`src/rtl/proc_pkg.sv`:
```
// Shared definitions for the processor control unit: opcodes, time steps, IR field positions.
package proc_pkg;

    localparam int IR_W   = 9;
    localparam int OPC_HI = 8;
    localparam int OPC_LO = 6;
    localparam int X_HI   = 5;
    localparam int X_LO   = 3;
    localparam int Y_HI   = 2;
    localparam int Y_LO   = 0;

    localparam logic [2:0] OP_MV  = 3'b000;
    localparam logic [2:0] OP_MVI = 3'b001;
    localparam logic [2:0] OP_ADD = 3'b010;
    localparam logic [2:0] OP_SUB = 3'b011;

    typedef enum logic [1:0] {
        T0 = 2'd0,
        T1 = 2'd1,
        T2 = 2'd2,
        T3 = 2'd3
    } tstep_e;

    // add and sub share the three-step ALU sequence and differ only in IR[6]
    function automatic logic is_alu(input logic [2:0] opc);
        return (opc == OP_ADD) || (opc == OP_SUB);
    endfunction

endpackage

```
`src/rtl/proc_ctrl_regn.sv`:
```
// Generic enabled register with asynchronous active-low clear.
module regn #(
    parameter int N = 9
) (
    input  logic         clk_i,
    input  logic         rst_ni,
    input  logic         en_i,
    input  logic [N-1:0] d_i,
    output logic [N-1:0] q_o
);

    logic [N-1:0] q_q;

    // Load on enable, clear on reset
    always_ff @(posedge clk_i or negedge rst_ni) begin
        if (!rst_ni)    q_q <= '0;
        else if (en_i)  q_q <= d_i;
    end

    assign q_o = q_q;

endmodule

```
`src/rtl/proc_ctrl.sv`:
```
// Control unit of the simple processor: fetches a 9-bit instruction and sequences T0..T3,
// driving the Rin/Rout decoder selects and the datapath strobes.
module proc_ctrl
    import proc_pkg::*;
#(
    parameter int DATA_W = 9
) (
    input  logic              Clock,
    input  logic              Resetn,
    input  logic              Run,
    input  logic [DATA_W-1:0] DIN,
    output logic              IRin,
    output logic [2:0]        Xsel,
    output logic              Xen,
    output logic [2:0]        Ysel,
    output logic              Yen,
    output logic              DINout,
    output logic              Ain,
    output logic              Gin,
    output logic              Gout,
    output logic              AddSub,
    output logic              Done
);

    tstep_e            tstep_q, tstep_d;
    logic [IR_W-1:0]   ir_q;
    logic [2:0]        opc, fx, fy;

    // Upper DIN bits carry nothing the controller needs
    if (DATA_W > IR_W) begin : g_din_hi
        logic unused_din_hi;
        assign unused_din_hi = ^DIN[DATA_W-1:IR_W];
    end

    regn #(.N(IR_W)) u_ir (
        .clk_i  (Clock),
        .rst_ni (Resetn),
        .en_i   (IRin),
        .d_i    (DIN[IR_W-1:0]),
        .q_o    (ir_q)
    );

    assign opc = ir_q[OPC_HI:OPC_LO];
    assign fx  = ir_q[X_HI:X_LO];
    assign fy  = ir_q[Y_HI:Y_LO];

    // Step decode: outputs and next step from current step, IR and Run
    always_comb begin
        tstep_d = tstep_q;
        IRin    = 1'b0;
        Xsel    = 3'd0;
        Xen     = 1'b0;
        Ysel    = 3'd0;
        Yen     = 1'b0;
        DINout  = 1'b0;
        Ain     = 1'b0;
        Gin     = 1'b0;
        Gout    = 1'b0;
        AddSub  = 1'b0;
        Done    = 1'b0;
        unique case (tstep_q)
            T0: begin
                // gated so the IR load strobe is silent while reset is asserted
                IRin = Run & Resetn;
                if (Run) tstep_d = T1;
            end
            T1: begin
                if (opc == OP_MV) begin
                    Ysel = fy;  Yen = 1'b1;
                    Xsel = fx;  Xen = 1'b1;
                    Done = 1'b1;
                end else if (opc == OP_MVI) begin
                    DINout = 1'b1;
                    Xsel   = fx;  Xen = 1'b1;
                    Done   = 1'b1;
                end else if (is_alu(opc)) begin
                    // Rx goes to the bus first so it lands in A
                    Ysel = fx;  Yen = 1'b1;
                    Ain  = 1'b1;
                end else begin
                    Done = 1'b1;
                end
                tstep_d = Done ? T0 : T2;
            end
            T2: begin
                if (is_alu(opc)) begin
                    Ysel   = fy;  Yen = 1'b1;
                    Gin    = 1'b1;
                    AddSub = ir_q[OPC_LO];
                    tstep_d = T3;
                end else begin
                    // unreachable for legal sequences; fall back to fetch
                    tstep_d = T0;
                end
            end
            T3: begin
                if (is_alu(opc)) begin
                    Gout = 1'b1;
                    Xsel = fx;  Xen = 1'b1;
                    Done = 1'b1;
                end
                tstep_d = T0;
            end
            default: tstep_d = T0;
        endcase
    end

    // Time-step register
    always_ff @(posedge Clock or negedge Resetn) begin
        if (!Resetn) tstep_q <= T0;
        else         tstep_q <= tstep_d;
    end

endmodule

```
`config.mk`:
```
export PLATFORM = sky130hd
export DESIGN_NAME = proc_ctrl
export DESIGN_NICKNAME = d
export VERILOG_FILES = /design/src/rtl/proc_pkg.sv /design/src/rtl/proc_ctrl_regn.sv /design/src/rtl/proc_ctrl.sv
export SDC_FILE = /design/constraint.sdc
export NUM_CORES = 1
export LEC_CHECK = 0
export CORE_MARGIN = 2
export CORE_UTILIZATION = 26
export CTS_BUF_LIST = sky130_fd_sc_hd__clkbuf_4 sky130_fd_sc_hd__clkbuf_8 sky130_fd_sc_hd__clkbuf_16
export CTS_CLUSTER_SIZE = 12
export DETAILED_ROUTE_END_ITERATION = 8
export GPL_TIMING_DRIVEN = 0
export PLACE_DENSITY = 0.52
export RECOVER_POWER = 50
export SYNTH_ARGS = -nofsm -noshare
export SYNTH_HDL_FRONTEND = slang
export SYNTH_HIERARCHICAL = 1
export SYNTH_SLANG_ARGS = --single-unit
```
`constraint.sdc`:
```
create_clock -name Clock -period 1.7 [get_ports Clock]
set_input_delay 0.255 -clock Clock [delete_from_list [all_inputs] [get_ports Clock]]
set_output_delay 0.255 -clock Clock [all_outputs]
set_load 0.02 [all_outputs]
```
==> reports/qor.txt <==
Top cells by count, synth -> dfrtp_1 (11), mux2_4 (9), o21ai_1 (6)
Switch share -> 0.400
Clock Pin Slew Worst Setup and Hold Paths -> 0.07 ns
Critical path class -> reg2out
Hold Vio Cnt, Final -> 0
Final Power -> 2.05 mW
Max Buffers Root-to-Sink -> 2
Detail Placement HPWL -> 1240 microns
Clk_lat worst skew -> 0.26 ns
Synth top area cells -> dfrtp_1 (38%), mux2_4 (19%), ha_1 (6.9%)
Worst Tran Pin Value -> 0.496 ns
VDD IR max -> 812 uV
Cells after synthesis -> 67
Yosys top cell by area -> dfrtp_1
Worst Hold Class -> in2async
Via count -> 621
Kind of start point of the critical path -> register
ANT cells -> 0
# nets final -> 121
CP required -> 1.44 ns
Setup slack after layout -> -0.126 ns
Switch Pwr -> 822 uW
Row count -> 19
CTS tree -> yes
Synth top area share -> 0.380
Number of global-route vias before repair -> 601
Max Clock Skew -> 0.00600 ns
Shortest period the worst path allows -> 1.83 ns
Max_cap viols -> 0
Setup TNS -> -0.649 ns
Synth warn -> 6
Tot GR Track Use -> 0.107
Distinct cells, synth -> 23
Final hold slack -> 0.0542 ns
Crit end category -> primary output
CTS Buf Count -> 3
PwrDens -> 1770 nW/um^2
Cell area after layout -> 1160 sq um
Root Buffer -> clkbuf_4
Remaining antenna violation count -> 0
Initial drt markers -> 0
DRT Wirelength -> 1730 microns
First-pass GRT wire length -> 2700 microns
H-tree levels -> 1
Largest net degree at the start of global routing -> 13
Initial Util -> 0.267
FILL cells -> 293
Cell Area, Synth -> 724 sq um
Failing checks -> setup timing
Fmax -> 548 MHz
Die Y -> 56.8 microns
Fin crit share -> 1.07
Crit path max fanout -> 5
Layout cells sized above 1 -> 0.538
Post-layout util -> 0.428
WL/cell -> 12.8 microns
Total grt overflow -> 0
Unrepaired setup endpoints after global routing -> yes
Post-synth ARST share -> 1.00
Gate power share -> 0.631
# setup viols final -> 7
Die X -> 56.8 microns
Vias per inst -> 4.60
Die area -> 3220 sq um
First-pass iteration count of the detailed router -> 1
Post-route DRC -> 0
Post-Place Cell Area -> 1030 sq um
Mapped Nets -> 83
Hold buffers post-CTS -> 0
Buffers on Ports -> 26
FF+latch count, synth -> 11
Post-synth EDFFs -> 0
Syn Area/Cell -> 10.8 sq um
Max-slew violations -> 0
GPL Wtd Cong -> 0.672
Number of antenna violations at the first check in global routing -> 0
Status -> finished, violations left
Int Pwr -> 1.23 mW
Placeable Area -> 2710 sq um
Sequential area share after synthesis -> 0.380
Clk sink count -> 11
Slew Limit Headroom -> 0.669
Clock power frac -> 0.091
R2r setup slk -> 0.10 ns
Area growth, synth to finish -> 59.9%
Count leader, synth -> dfrtp_1
I/O pin cnt -> 27
Leak -> 0.534 nW
Worst Reg2Reg Path Length in Cells -> 6
CP arrival -> 1.57 ns
Seq pwr share -> 0.278
Dominant synthesized flop cell -> dfrtp_1
[flip-flops by register name, indices dropped and copies added, names as in the netlist]
| signal | flops |
|---|---|
| u_ir/q_o | 9 |
| tstep_q | 2 |
[area by class of cell]
cell class	count	area, sq um	area share
timing repair buffer	34	295	0.255
sequential	11	279	0.241
inverter	4	15.0	0.0130
tap	31	38.8	0.0335
multi-input combinational	49	482	0.416
clock buffer	4	30.0	0.0259
buffer	2	18.8	0.0162
[final timing paths]
| check | start | end |
|---|---|---|
| setup / recovery | tstep_q[1] | Ysel[0] |
| hold / removal | Resetn | u_ir/q_o[3] |
| setup reg to reg | tstep_q[1] | u_ir/q_o[6] |
| hold reg to reg | u_ir/q_o[0] | u_ir/q_o[0] |
| max in group asynchronous | Resetn | tstep_q[0] |
| min in group Clock | u_ir/q_o[0] | u_ir/q_o[0] |
[placed cells by master, fill, tap and decap left out, drive strengths merged, types with 2 or more instances in the layout]
master / n
nand2: 3
dfrtp: 11
clkdlybuf4s50: 10
a22o: 3
and3: 2
buf: 22
mux2: 9
inv: 4
and2: 5
clkbuf: 7
nor2: 4
ha: 4
a21oi: 3
o21ai: 8
[critical path, cell delays in order (launching register included)]
cell	delay [ns]
dfrtp_1	0.39
inv_2	0.08
ha_4	0.14
buf_6	0.11
nor4b_4	0.26
a21oi_1	0.07
nor2_1	0.12
buf_4	0.15
[per-layer routing]
| metal | vias up | global-route usage | wire (microns) |
|---|---|---|---|
| met5 | - | 0 | 0 |
| met4 | 0 | 0.0399 | 0 |
| met3 | 0 | 0.0230 | 92 |
| met2 | 15 | 0.166 | 848 |
| met1 | 298 | 0.145 | 784 |
| li1 | 308 | - | - |
[cells by family (layout without fill, tap and decap cells)]
kind of cell / count (synthesis) / in the layout / synth area share
AO/OA/AOI/OAI: 16 / 16 / 0.131
AND/OR/NAND/NOR: 19 / 19 / 0.161
adder cells (fa/ha/maj): 4 / 4 / 0.0691
multiplexers: 10 / 10 / 0.200
flip-flops: 11 / 11 / 0.380
buffers and inverters: 7 / 44 / 0.0587
[power by group through the flow]
stage | combinational, mW | clock, mW | sequential, mW
floorplan | 0.726 | 0 | 0.506
global placement | 1.02 | 0 | 0.555
detailed placement | 1.03 | 0 | 0.557
CTS | 1.24 | 0.195 | 0.576
global route | 1.41 | 0.208 | 0.589
finish | 1.29 | 0.188 | 0.571
[metrics by stage]
| step | cells | setup slack (ns) |
|---|---|---|
| floorplan | 67 | 0.0560 |
| global placement | 124 | -0.525 |
| finish | 135 | -0.126 |
| global route | 135 | -0.266 |
| CTS | 132 | -0.114 |
| detailed placement | 124 | -0.499 |
[what timing repair did]
action	CTS	global route
setup endpoints to repair	15	15
gates resized for setup	90	9
buffers inserted	3	4
cloned	1	0
pin swaps	12	3
Note: power is estimated with default switching activity, not from simulation.
